<file path="src/rtl/instr_decode_pkg.sv">
// ============================================================================
//  Module   : instr_decode_pkg
//  Purpose  : Shared opcodes, ALU function codes, sequencer states and the
//             decoded control word for the instr_decode_seq fetch/decode block.
//  Revision : 1.0  initial release
// ============================================================================
`default_nettype none

package instr_decode_pkg;

    localparam int INSTR_W = 10;

    // Instruction field bit positions
    localparam int OP_MSB = 9;
    localparam int OP_LSB = 6;
    localparam int DR_MSB = 5;
    localparam int DR_LSB = 4;
    localparam int SA_MSB = 3;
    localparam int SA_LSB = 2;
    localparam int SB_MSB = 1;
    localparam int SB_LSB = 0;

    localparam logic [3:0] OP_MOVA = 4'h0;
    localparam logic [3:0] OP_INC  = 4'h1;
    localparam logic [3:0] OP_ADD  = 4'h2;
    localparam logic [3:0] OP_SUB  = 4'h3;
    localparam logic [3:0] OP_DEC  = 4'h4;
    localparam logic [3:0] OP_AND  = 4'h5;
    localparam logic [3:0] OP_OR   = 4'h6;
    localparam logic [3:0] OP_XOR  = 4'h7;
    localparam logic [3:0] OP_NOT  = 4'h8;
    localparam logic [3:0] OP_LD   = 4'h9;
    localparam logic [3:0] OP_ST   = 4'hA;
    localparam logic [3:0] OP_LDI  = 4'hB;
    localparam logic [3:0] OP_ADI  = 4'hC;
    localparam logic [3:0] OP_BRZ  = 4'hD;
    localparam logic [3:0] OP_BRN  = 4'hE;
    localparam logic [3:0] OP_JMP  = 4'hF;

    localparam logic [3:0] FS_MOVA = 4'h0;
    localparam logic [3:0] FS_INC  = 4'h1;
    localparam logic [3:0] FS_ADD  = 4'h2;
    localparam logic [3:0] FS_SUB  = 4'h5;
    localparam logic [3:0] FS_DEC  = 4'h6;
    localparam logic [3:0] FS_AND  = 4'h8;
    localparam logic [3:0] FS_OR   = 4'h9;
    localparam logic [3:0] FS_XOR  = 4'hA;
    localparam logic [3:0] FS_NOT  = 4'hB;
    localparam logic [3:0] FS_MOVB = 4'hC;

    localparam logic [2:0] ST_IDLE    = 3'd0;
    localparam logic [2:0] ST_FETCH   = 3'd1;
    localparam logic [2:0] ST_WAIT    = 3'd2;
    localparam logic [2:0] ST_EXEC    = 3'd3;
    localparam logic [2:0] ST_HALTED  = 3'd4;

    typedef struct packed {
        logic       pl;
        logic       jb;
        logic       bc;
        logic [1:0] laddr;
        logic [1:0] raddr;
        logic [1:0] da;
        logic [1:0] aa;
        logic [1:0] ba;
        logic [3:0] fs;
        logic       mb;
        logic       md;
        logic       rw;
        logic       mw;
        logic [3:0] opnd;
    } ctrl_t;

    // ALU function code for the plain register-to-register opcodes 0..8
    function automatic logic [3:0] alu_fs(input logic [3:0] op);
        logic [3:0] fs;
        fs = FS_MOVA;
        case (op)
            OP_INC:  fs = FS_INC;
            OP_ADD:  fs = FS_ADD;
            OP_SUB:  fs = FS_SUB;
            OP_DEC:  fs = FS_DEC;
            OP_AND:  fs = FS_AND;
            OP_OR:   fs = FS_OR;
            OP_XOR:  fs = FS_XOR;
            OP_NOT:  fs = FS_NOT;
            default: fs = FS_MOVA;
        endcase
        return fs;
    endfunction

endpackage

`default_nettype wire

</file>
<file path="src/rtl/instr_field_decode.sv">
// ============================================================================
//  Module   : instr_field_decode
//  Purpose  : Combinational opcode/field decode into the control word.
//  Revision : 1.0  initial release
// ============================================================================
`default_nettype none

module instr_field_decode
    import instr_decode_pkg::*;
(
    input  logic [INSTR_W-1:0] i_instr,
    output ctrl_t              o_ctrl
);

    logic [3:0] w_op;
    logic [1:0] w_dr;
    logic [1:0] w_sa;
    logic [1:0] w_sb;

    assign w_op = i_instr[OP_MSB:OP_LSB];
    assign w_dr = i_instr[DR_MSB:DR_LSB];
    assign w_sa = i_instr[SA_MSB:SA_LSB];
    assign w_sb = i_instr[SB_MSB:SB_LSB];

    always_comb begin
        o_ctrl       = '0;
        // Register selects and offsets follow the fields for every opcode
        o_ctrl.da    = w_dr;
        o_ctrl.aa    = w_sa;
        o_ctrl.ba    = w_sb;
        o_ctrl.laddr = w_dr;
        o_ctrl.raddr = w_sb;
        o_ctrl.opnd  = {2'b00, w_sb};
        case (w_op)
            OP_MOVA, OP_INC, OP_ADD, OP_SUB, OP_DEC,
            OP_AND, OP_OR, OP_XOR, OP_NOT: begin
                o_ctrl.rw = 1'b1;
                o_ctrl.fs = alu_fs(w_op);
            end
            OP_LD: begin
                o_ctrl.rw = 1'b1;
                o_ctrl.md = 1'b1;
                o_ctrl.fs = FS_MOVA;
            end
            OP_ST: begin
                o_ctrl.mw = 1'b1;
            end
            OP_LDI: begin
                o_ctrl.rw = 1'b1;
                o_ctrl.mb = 1'b1;
                o_ctrl.fs = FS_MOVB;
            end
            OP_ADI: begin
                o_ctrl.rw = 1'b1;
                o_ctrl.mb = 1'b1;
                o_ctrl.fs = FS_ADD;
            end
            OP_BRZ: begin
                o_ctrl.pl = 1'b1;
                o_ctrl.fs = FS_MOVA;
            end
            OP_BRN: begin
                o_ctrl.pl = 1'b1;
                o_ctrl.bc = 1'b1;
                o_ctrl.fs = FS_MOVA;
            end
            OP_JMP: begin
                o_ctrl.pl = 1'b1;
                o_ctrl.jb = 1'b1;
                o_ctrl.fs = FS_MOVA;
            end
            default: ;
        endcase
    end

endmodule

`default_nettype wire

</file>
<file path="src/rtl/instr_decode_seq.sv">
// ============================================================================
//  Module   : instr_decode_seq
//  Purpose  : FETCH -> WAIT -> EXEC sequencer: reads instruction memory at PC,
//             latches the word and issues registered controls for one cycle.
//             Optional halt support under `INSTR_DECODE_HALT_EN.
//  Revision : 1.0  initial release
// ============================================================================
`default_nettype none

module instr_decode_seq
    import instr_decode_pkg::*;
#(
    parameter int IMEM_LATENCY = 1,
    parameter int IW           = 10
) (
    input  logic          CLK,
    input  logic          RSTn,
    input  logic [3:0]    PC,
    output logic [3:0]    IMEM_ADDR,
    output logic          IMEM_RE,
    input  logic [IW-1:0] IMEM_DATA,
    output logic          PL,
    output logic          JB,
    output logic          BC,
    output logic [1:0]    LAddress,
    output logic [1:0]    RAddress,
    output logic [1:0]    DA,
    output logic [1:0]    AA,
    output logic [1:0]    BA,
    output logic [3:0]    FS,
    output logic          MB,
    output logic          MD,
    output logic          RW,
    output logic          MW,
    output logic [3:0]    OPND,
    output logic          PC_EN,
`ifdef INSTR_DECODE_HALT_EN
    input  logic          HALT,
    output logic          HALTED,
`endif
    output logic [IW-1:0] INSTR
);

    localparam logic [1:0] c_wait_last = 2'(IMEM_LATENCY - 1);

    logic [2:0]    r_state;
    logic [1:0]    r_wait_cnt;
    logic [3:0]    r_addr;
    logic [IW-1:0] r_ir;
    ctrl_t         r_ctrl;
    logic          r_pc_en;
    ctrl_t         w_dec;

    instr_field_decode u_dec (
        .i_instr (IMEM_DATA[INSTR_W-1:0]),
        .o_ctrl  (w_dec)
    );

    always_ff @(posedge CLK or negedge RSTn) begin
        if (!RSTn) begin
            r_state    <= ST_IDLE;
            r_wait_cnt <= 2'd0;
            r_addr     <= 4'd0;
            r_ir       <= '0;
            r_ctrl     <= '0;
            r_pc_en    <= 1'b0;
        end else begin
            case (r_state)
                ST_IDLE: begin
                    r_state <= ST_FETCH;
                end
                ST_FETCH: begin
                    r_addr     <= PC;
                    r_wait_cnt <= 2'd0;
                    r_state    <= ST_WAIT;
                end
                ST_WAIT: begin
                    if (r_wait_cnt == c_wait_last) begin
                        r_ir    <= IMEM_DATA;
                        r_ctrl  <= w_dec;
                        r_pc_en <= 1'b1;
                        r_state <= ST_EXEC;
                    end else begin
                        r_wait_cnt <= r_wait_cnt + 2'd1;
                    end
                end
                ST_EXEC: begin
                    r_ctrl  <= '0;
                    r_pc_en <= 1'b0;
`ifdef INSTR_DECODE_HALT_EN
                    r_state <= HALT ? ST_HALTED : ST_FETCH;
`else
                    r_state <= ST_FETCH;
`endif
                end
                ST_HALTED: begin
`ifdef INSTR_DECODE_HALT_EN
                    if (!HALT) begin
                        r_state <= ST_FETCH;
                    end
`else
                    r_state <= ST_FETCH;
`endif
                end
                default: begin
                    r_state <= ST_IDLE;
                end
            endcase
        end
    end

    // During FETCH the address follows PC so the memory sees it in the RE cycle;
    // the captured value then holds through WAIT.
    assign IMEM_ADDR = (r_state == ST_FETCH) ? PC : r_addr;
    assign IMEM_RE   = (r_state == ST_FETCH);

`ifdef INSTR_DECODE_HALT_EN
    assign HALTED    = (r_state == ST_HALTED);
`endif

    assign PL       = r_ctrl.pl;
    assign JB       = r_ctrl.jb;
    assign BC       = r_ctrl.bc;
    assign LAddress = r_ctrl.laddr;
    assign RAddress = r_ctrl.raddr;
    assign DA       = r_ctrl.da;
    assign AA       = r_ctrl.aa;
    assign BA       = r_ctrl.ba;
    assign FS       = r_ctrl.fs;
    assign MB       = r_ctrl.mb;
    assign MD       = r_ctrl.md;
    assign RW       = r_ctrl.rw;
    assign MW       = r_ctrl.mw;
    assign OPND     = r_ctrl.opnd;
    assign PC_EN    = r_pc_en;
    assign INSTR    = r_ir;

endmodule

`default_nettype wire

</file>
<file path="config.mk">
export PLATFORM = sky130hd
export DESIGN_NAME = instr_decode_seq
export DESIGN_NICKNAME = d
export VERILOG_FILES = /design/src/rtl/instr_decode_pkg.sv /design/src/rtl/instr_field_decode.sv /design/src/rtl/instr_decode_seq.sv
export SDC_FILE = /design/constraint.sdc
export NUM_CORES = 1
export LEC_CHECK = 0
export BUFFER_PORTS_ARGS = -buffer_cell sky130_fd_sc_hd__buf_2
export CELL_PAD_IN_SITES_DETAIL_PLACEMENT = 1
export CELL_PAD_IN_SITES_GLOBAL_PLACEMENT = 1
export CORE_AREA = 2 2 71 73
export CTS_BUF_LIST = sky130_fd_sc_hd__clkbuf_2
export DETAILED_ROUTE_END_ITERATION = 10
export DIE_AREA = 0 0 73 75
export GPL_TIMING_DRIVEN = 0
export PLACE_DENSITY_LB_ADDON = 0.1
export SLEW_MARGIN = 25
export SYNTH_ARGS = -nofsm -noshare
export SYNTH_HDL_FRONTEND = slang
export SYNTH_SLANG_ARGS = --single-unit
export TNS_END_PERCENT = 1
</file>
<file path="constraint.sdc">
create_clock -name CLK -period 1.8 [get_ports CLK]
set_input_delay 0.09 -clock CLK [delete_from_list [all_inputs] [get_ports CLK]]
set_output_delay 0.09 -clock CLK [all_outputs]
set_load 0.02 [all_outputs]
</file>
; Word level (Yosys, flattened, before mapping)
; Memory sizes are Yosys's and may differ from the RTL's.
; Index checks and enable logic that the tools add are counted.
[word_totals]
regBits = 45
latch_bits = 0
ramBits = 0
mem_bits_ro = 64
output_inout_bits = 41
elab_cells = 72
memories = 1
[mem_list]
columns = memory, words, width, rd, rd_clocked_by_memory_dff, write_ports, line_no
row1 = (name not given), 16, 4, 1, 0, 0, instr_decode_pkg.sv:78  ; case (op)
[op_classes]
add_sub_neg = 1
n_mul = 0
div_mod_pow = 0
magnitude_cmp = 0
eq_ne = 21
n_shift = 0
mux = 17
bitwise_logic = 0
reduce_logical = 13
[ops]
columns = cell, n
row1 = $pmux 25 s2, 1
row2 = $eq 4x4->1 const B, 8
row3 = $mux 25, 1
row4 = $eq 4x3->1 const B, 4
row5 = $pmux 4 s3, 1
row6 = $reduce_or 12->1, 1
row7 = $pmux 3 s3, 1
row8 = $reduce_or 9->1, 1
row9 = $eq 4x2->1 const B, 2
row10 = $mux 1, 8
row11 = $eq 3x2->1 const B, 2
row12 = $reduce_and 2->1, 3
row13 = $reduce_or 3->1, 2
row14 = $eq 4x1->1 const B, 1
row15 = $logic_not 4->1, 1
row16 = $mux 4, 1
row17 = $ne 2x2->1 const B, 2
row18 = $pmux 2 s2, 1
row19 = $reduce_bool 2->1, 2
row20 = $eq 3x1->1 const B, 1
row21 = $eq 3x3->1 const B, 1
row22 = $logic_not 3->1, 1
row23 = $mux 3, 1
row24 = $add 2x1->2 const B, 1
row25 = 4 further kinds, 4

; Longest topological paths before layout
; Gate-level depths: netlist of the first run.
[depth]
ltp_word = 5
mapped_depth = 7
ltp_nobuf = 5

; Modules after synthesis
; From an unflattened synthesis of the first run, not the netlist that was laid out.
[hier_totals]
hier_cells = 223
hier_area_um2 = 2243.4
[modules_own_cells]
columns = mod, n_inst, cells_per_inst, area_each_um2
row1 = instr_decode_seq, 1, 172, 1900.6
row2 = instr_field_decode, 1, 51, 342.8

; Worst setup path after synthesis of the first run
; Ideal clock, no wire load.
[synth_timing]
path_kind = reg-to-reg
from = register r_state[0]
to = register r_ctrl (netlist bit FS[2])
setup_ns = 0.101
arrival_ns = 1.420
required_ns = 1.699
setup_slack_ns = 0.280
stages_incl_launch_ff = 6
cell_sequence = dfrtp_1 inv_1 ha_1 mux2i_1 nand2_1 o311ai_2
[synth_via]
elab_chain_cells = 3
[synth_lines]
columns = element, line_no
row1 = from (decl), instr_decode_seq.sv:46  ; logic [2:0] r_state;
row2 = from (signal assigned), instr_decode_seq.sv:61  ; r_state <= ST_IDLE;
row3 = from (signal assigned), instr_decode_seq.sv:70  ; r_state <= ST_FETCH;
row4 = from (signal assigned), instr_decode_seq.sv:75  ; r_state <= ST_WAIT;
row5 = $eq 3x2->1, instr_decode_seq.sv:68  ; case (r_state)
row6 = $ne 2x2->1 (no source line) or $reduce_bool 2->1 (tied branches), n/a
row7 = $reduce_and 2->1 (no source line), n/a
row8 = to (signal assigned), instr_decode_seq.sv:80  ; r_ctrl <= w_dec;
row9 = to (decl), instr_decode_seq.sv:50  ; ctrl_t r_ctrl;
; Parallel ways exist; a longest one is shown, timed or not.
; A chain may end at the register's enable or synchronous reset.

; Final worst setup path of the first run
[layout_timing]
from = register r_state[1]
to = output IMEM_ADDR[3]
[layout_via]
elab_chain_cells = 2
[layout_lines]
columns = element, line_no
row1 = $eq 3x1->1, instr_decode_seq.sv:114  ; assign IMEM_ADDR = (r_state == ST_FETCH) ? PC : r_addr;
row2 = $mux 4, n/a
row3 = to (decl), instr_decode_seq.sv:19  ; output logic [3:0] IMEM_ADDR,
; Every way passes these cells.

==> summary.md, run 1 <==
| Metric | Value |
|---|---|
| Yosys warnings | 0 |
| N_diodes | 0 |
| Data arrival, critical path | 1.62 ns |
| RSZ-0062 raised after global routing | true |
| Final-report max-slew violation count | 0 |
| Setup tns final | 0 ns |
| HPWL after DPL | 3290 um |
| Total Nets Final | ~270 |
| Outcome | complete, no violations |
| CP Capture Type | output pin |
| CTS H-tree depth | 2 |
| Worst slack, placed | -0.04704 ns |
| Crit share post-route | between 90% and 100% |
| Hold Crit Class | in -> reg |
| PortBufs | between 50 and 60 |
| Synth unique cells | 32 |
| Number of placed I/O pins | 57 |
| First-pass GRT wire length | approximately 7400 um |
| Placement Rows | 25 |
| Number of global-route vias before repair | between 1500 and 2000 |
| Routed wire per std cell | about 15 um |
| Setup WS post-layout | between 0.08 and 0.09 ns |
| Congestion Overflow GR | 0 |
| Initial antenna violation count | 0 |
| Final Hold Fails | 0 |
| Total CTS buffers | 5 |
| Largest cells by area after synthesis | dfrtp_1, nand2_1, ha_1 |
| Gpl congestion | roughly 0.81 |
| Worst skew pair latency | between 0.3 and 0.4 ns |
| Die Width | approximately 73 um |
| Area grow syn2layout | 29.12% |
| CTS max path bufs | 2 |
| Layout Cells excl Fill | about 300 |
| Worst Clk Skew | about 0.0073 ns |
| Post-DRT Antenna Nets | 0 |
| Die outline area | between 5000 and 6000 um2 |
| DP Area | 2098 um2 |
| Final setup fails | 0 |
| Worst vdd ir | ~0.26 mV |
| CP startpoint kind | flip-flop |
| Seq/Total Area, Yosys | about half |
| Cell Area, Synth | between 1500 and 2000 um2 |
| Yosys top cell by area | dfrtp_1 |
| Die Span Y | 75 um |
| Drt via density | slightly below 5 |
| P_leak | roughly 1.2 nW |
| Final Cell Area | about 2300 um2 |
| Largest net degree at the start of global routing | 37 |
| Synth Instances | between 150 and 200 |
| Total number of vias | 1494 |
| DRC Markers | 0 |
| Drt initial violations | between 60 and 70 |
| Crit path kind | reg -> out |
| Share of the synthesized area in the top cell type | around half |
| Worst slew pin tran | around 0.8 ns |
| Max FO, Critical Path | 6 |
| Clk sinks | 36 |
| Worst-path clk slew | 0.18 ns |
| Core area | approximately 4700 um2 |
| Synthesized area per cell | roughly 10 um2 |
| Fin crit period | 1.713 ns |
| Max Cap Violations | 0 |
| Fillers | approximately 560 |
| CTS root buffer | clkbuf_2 |
| Seq cells post-synth | 36 |
| Worst Path Required | around 1.7 ns |
| CTS tree | yes |
| Slew margin rel. | 45.51% |
| Drt total wl | ~4500 um |
| Total power | ~1.3 mW |
| First-pass iteration count of the detailed router | 4 |
| Layout cells sized above 1 | 34.41% |
| Starting Density | about 38% |
| Post-Place Cells | 283 |
| Pwr Density | around 600 nW/um2 |
| Fmax | between 500 and 600 MHz |
| Total Routing Usage GR | 17.82% |
-- sequential cells by signal (all words and copies together), names as in the netlist, 2 cells and up --
name and cells:
INSTR 10, AA 2, r_wait_cnt 2, LAddress 2, r_addr 4, FS 4
r_state 2, BA 2
-- cell usage after synthesis (all sizes together) --
master   instances
buf             11
nand3b           2
ha              10
a21oi            7
inv              7
a32oi            1
and2             1
mux2             5
nand2b           1
and4b            3
o21ai           15
o31ai            1
nor4             1
conb             1
o211ai           1
nand2           43
dfrtp           36
nand3            1
nand4b           1
mux2i            4
a2bb2oi          1
a211oi           1
nor2b            7
o311ai           1
clkbuf           5
or3              1
a22o             4
nor2             1
and2b            1
a2111o           1
-- worst paths after layout --
path	from	cells after the start	end	slack, ns
hold / removal	IMEM_DATA[6]	3	INSTR[6]$_DFFE_PN0P_	0.1
min in group asynchronous	RSTn	2	JB$_DFFE_PN0P_	0.33
hold reg to reg	INSTR[2]$_DFFE_PN0P_	2	INSTR[2]$_DFFE_PN0P_	0.50
setup reg to reg	r_state[0]$_DFFE_PN0P_	5	FS[2]$_DFFE_PN0P_	0.10
max in group asynchronous	RSTn	2	r_state[0]$_DFFE_PN0P_	0.91
setup / recovery	r_state[1]$_DFFE_PN0P_	4	IMEM_ADDR[3]	0.09
-- cell families after synthesis --
group                    synth area share, %
AND/OR/NAND/NOR                        17.19
flip-flops                             51.14
AO/OA/AOI/OAI                          12.07
buffers and inverters                  6.818
adder cells (fa/ha/maj)                7.102
multiplexers                           5.469
other                                 0.2129
-- critical path, cell delays in order, from the launching register on --
cell and delay (ns):
dfrtp_1 0.47, inv_2 0.10, ha_4 0.17, mux2_2 0.35
buf_4 0.16
-- metrics by stage --
| step | utilization, % | hold slack [ns] |
|---|---|---|
| detailed placement | 45.02 | 0.2362 |
| finish | 48.81 | 0.09655 |
| global route | 48.81 | 0.08251 |
| CTS | 48.48 | 0.06602 |
| global placement | 45.02 | 0.2138 |
| floorplan | - | -0.2056 |
-- layout by cell type, fill, tap and decap left out, types with 2 or more instances in the layout --
cell type / netlist / final
ha_1: 10 / 7
o21ai_0: 15 / 15
conb_1: 1 / 2
a22o_1: 4 / 4
clkbuf_2: 0 / 7
mux2i_1: 4 / 3
mux2_2: 5 / 5
and4b_1: 3 / 3
nand2_1: 42 / 42
clkbuf_1: 5 / 4
dlygate4sd3_1: 0 / 11
a21oi_1: 7 / 7
nand3b_1: 2 / 2
dfrtp_1: 36 / 35
buf_2: 3 / 53
nor2b_1: 7 / 7
inv_1: 7 / 6
buf_4: 8 / 11
ha_2: 0 / 2
-- report_power, final --
group,internal [mW],total [mW],switching (mW)
clock,0.0929,0.351,0.258
sequential,0.825,0.832,0.00670
combinational,0.0624,0.153,0.0903
total,0.980,1.34,0.355
-- metal layers --
metal / GRT usage, % / share of wire (%) / vias up
li1: - / - / 718
met1: 21.37 / 44 / 741
met2: 31.83 / 51 / 31
met3: 4.016 / 3.8 / 4
met4: 5.556 / 0.84 / 0
met5: 0 / 0 / -
-- what timing repair did --
action / CTS / global route
hold buffers: 11 / 0
pin swaps: 0 / 1
resized for setup: 3 / 10
setup buffers: 0 / 0
endpoints found under the setup margin: 14 / 21
endpoints found under the hold margin: 46 / 0
-- cell type report --
class | instances | area (um2) | area share (%)
buffer | 16 | 97.59 | 4.290
clock buffer | 6 | 30.03 | 1.320
clock inverter | 1 | 5.005 | 0.2200
inverter | 7 | 26.28 | 1.155
multi-input combinational | 117 | 765.7 | 33.66
sequential | 36 | 902.1 | 39.66
tap | 54 | 67.56 | 2.970
timing repair buffer | 64 | 380.4 | 16.72
(Power assumes the default switching activity.)
==> inputs of run 2 (changes only) <==
Settings changed: ABC_AREA set to 1, CORE_AREA 2 2 71 73 to 3 3 73 75, DIE_AREA 0 0 73 75 to 0 0 76 78.
==> summary.md, run 2 <==
| Metric | Value |
|---|---|
| Final-report max-slew violation count | 0 |
| Total number of vias | between 1500 and 2000 |
| Largest net degree at the start of global routing | 37 |
| Max FO, Critical Path | 7 |
| Crit-path cells | inv_1 > ha_4 > inv_1 > nand2_1 > nand2_1 > buf_2 |
| M1 WL | about 1900 um |
| Most frequent cells in the layout | nand2_1, buf_2, dfrtp_1, inv_1 |
| Max Cap Violations | 0 |
| Largest cells by area after synthesis | dfrtp_1, nand2_1, ha_1 |
| Initial antenna violation count | 0 |
| RSZ-0062 raised after global routing | false |
| Area grow syn2layout | 29.54% |
| Drt total wl | 4443 um |
| Starting Density | 37.22% |
| Most common cell in the netlist | nand2_1 |
| CTS max path bufs | 2 |
| Max FFs per register | 10 |
| Synth Area in Compound Gates | 7.829% |
| HPWL after DPL | 3297 um |
| WP buf/inv | 3 |
| CTS root buffer | clkbuf_2 |
| Yosys warnings | 0 |
| Total Nets Final | roughly 300 |
| PortBufs | 54 |
| Commonest cells post-synth | nand2_1, dfrtp_1, inv_1 |
| Worst-path clk slew | about 0.19 ns |
| Most used DFF post-synth | dfrtp_1 |
| Total Routing Usage GR | approximately 16% |
| Largest stage delay on the critical path | between 0.4 and 0.5 ns |
| Adder-Cell Fraction of Synth Area | under 10% |
| CTS tree | yes |
| Share of the synthesized area in the top cell type | roughly half |
| Clk sinks | 36 |
| Placement Rows | 25 |
| Pwr Density | 591.9 nW/um2 |
| Mux contribution to synthesized area | 0% |
| Seq/Total Area, Yosys | about 51% |
| Drt initial violations | 43 |
| Fmax | 605.1 MHz |
| CP Capture Type | output pin |
| Outcome | complete, no violations |
| Data arrival, critical path | around 1.6 ns |
| Number of global-route vias before repair | between 1500 and 2000 |
| Synth Instances | 204 |
| N_diodes | 0 |
| Hold Crit Class | in -> reg |
| Die Span Y | 78 um |
| Gpl congestion | 0.7505 |
| EDFF count, synth | 0 |
| Cell Area, Synth | between 1500 and 2000 um2 |
| Seq cells post-synth | 36 |
| Wire length on met3 | 221 um |
| Layout Cells excl Fill | 345 |
| Routed wire per std cell | roughly 13 um |
| Commonest non-fill, non-tap cell in the layout | nand2_1 |
| Synthesized area per cell | roughly 8.6 um2 |
| Worst Path Required | roughly 1.7 ns |
| DR top layer | met4 |
| DRC Markers | 0 |
| Yosys top cell by area | dfrtp_1 |
| First-pass iteration count of the detailed router | 6 |
| Final setup fails | 0 |
| Critical path's slowest cell | dfrtp_1 |
| CTS H-tree depth | 2 |
| Worst skew pair latency | 0.38 ns |
| Layout cells sized above 1 | 29.14% |
| Post-DRT Antenna Nets | 0 |
| Fin crit period | approximately 1.7 ns |
| Die Width | ~76 um |
| P_leak | between 1 and 1.5 nW |
| Setup tns final | 0 ns |
| Post-Place Cells | 326 |
| Postcts setup bufs | 0 |
| Final Hold Fails | 0 |
| Crit-path leading delay family | flip-flops |
| Post-synth ARST share | between 90% and 100% |
| Fillers | between 600 and 700 |
| Crit path kind | reg -> out |
| Slew margin rel. | 45.58% |
| Reg-to-reg slack, setup | ~0.25 ns |
| Main combinational cell family by area after synthesis | simple AND/OR/NAND/NOR gates |
| Met2 Wirelength | roughly 2200 um |
| Synth Area in Simple Gates | 24.63% |
| Congestion Overflow GR | 0 |
| First-pass GRT wire length | around 7800 um |
| Core area | between 4000 and 5000 um2 |
| CP startpoint kind | flip-flop |
| Worst vdd ir | approximately 0.36 mV |
| Die outline area | between 5000 and 6000 um2 |
| Number of placed I/O pins | 57 |
| Synth unique cells | 20 |
| Worst slew pin tran | about 0.8 ns |
| Crit share post-route | about 90% |
| Drt via density | between 4 and 5 |
| Total CTS buffers | 5 |
| Worst Clk Skew | ~0.0079 ns |
| Post-Synth XOR/XNOR Area | 0% |
run 2: changes by cell type after synthesis, sizes merged, moves of 7 or more:
cell / previous run / this run
nor2b: 7 / 0
nand3: 1 / 14
nand2: 43 / 78
inv: 7 / 19
nor2: 1 / 10
run 2: power by group:
group	internal, mW	switching [mW]	leakage (nW)	total, mW
combinational	0.0601	0.0955	0.805	0.156
clock	0.0871	0.273	0.0302	0.360
sequential	0.825	0.00669	0.467	0.832
total	0.973	0.375	1.30	1.35
run 2: final timing paths:
path	start	to	depth (start not counted)
max reg2reg	r_state[0]$_DFFE_PN0P_	BC$_DFFE_PN0P_	8
max	r_state[1]$_DFFE_PN0P_	IMEM_ADDR[3]	6
min reg2reg	INSTR[4]$_DFFE_PN0P_	INSTR[4]$_DFFE_PN0P_	2
min	IMEM_DATA[9]	MW$_DFFE_PN0P_	3
max in group asynchronous	RSTn	FS[2]$_DFFE_PN0P_	2
min in group asynchronous	RSTn	BA[0]$_DFFE_PN0P_	2
run 2: logic make-up (layout without fill, tap and decap cells):
kind of cell             Yosys count  in the layout
AO/OA/AOI/OAI                     24             24
adder cells (fa/ha/maj)           10             10
buffers and inverters             30            103
other                              1              2
flip-flops                        36             36
AND/OR/NAND/NOR                  103            103
run 2: area by class of cell:
| class | instances | area (um2) | share of cell area, % |
|---|---|---|---|
| clock inverters | 3 | 13.76 | 0.6044 |
| clock buffers | 5 | 25.02 | 1.099 |
| plain buffers | 11 | 83.83 | 3.681 |
| inverters | 19 | 73.82 | 3.242 |
| well taps | 67 | 83.83 | 3.681 |
| multi-input cells | 139 | 715.7 | 31.43 |
| repair buffers | 65 | 380.4 | 16.70 |
| flip-flops and latches | 36 | 900.9 | 39.56 |
run 2: repair_timing:
item / CTS / global route
endpoints found under the setup margin: 1 / 4
pin swaps: 0 / 0
hold buffers: 11 / 0
hold endpoints to repair: 52 / 0
gates cloned: 0 / 0
resized for setup: 1 / 1
run 2: per-stage QoR:
stage	hold slack [ns]	total power [mW]	cell area (um2)	worst slack, ns	utilization (%)
2_1_floorplan	-0.2056	0.9187	1762	0.4612	-
3_3_place_gp	0.2458	0.9833	2116	0.3208	44.79
3_5_place_dp	0.2428	0.9847	2116	0.3008	44.79
4_1_cts	0.01454	1.376	2267	0.08288	48.00
5_1_grt	0.03082	1.432	2277	0.003576	48.21
6_report	0.02803	1.348	2277	0.1473	48.21
run 2: worst min-delay path, cell delays in order:
cell and delay [ns]:
buf_2 0.14, nand3_1 0.09, o21ai_0 0.07
run 2: per-layer routing:
metal  global-route usage (%)  vias up
li1                         -      775
met1                    19.79      728
met2                    28.99       47
met3                    3.596        6
met4                    5.616        0
met5                        0        -
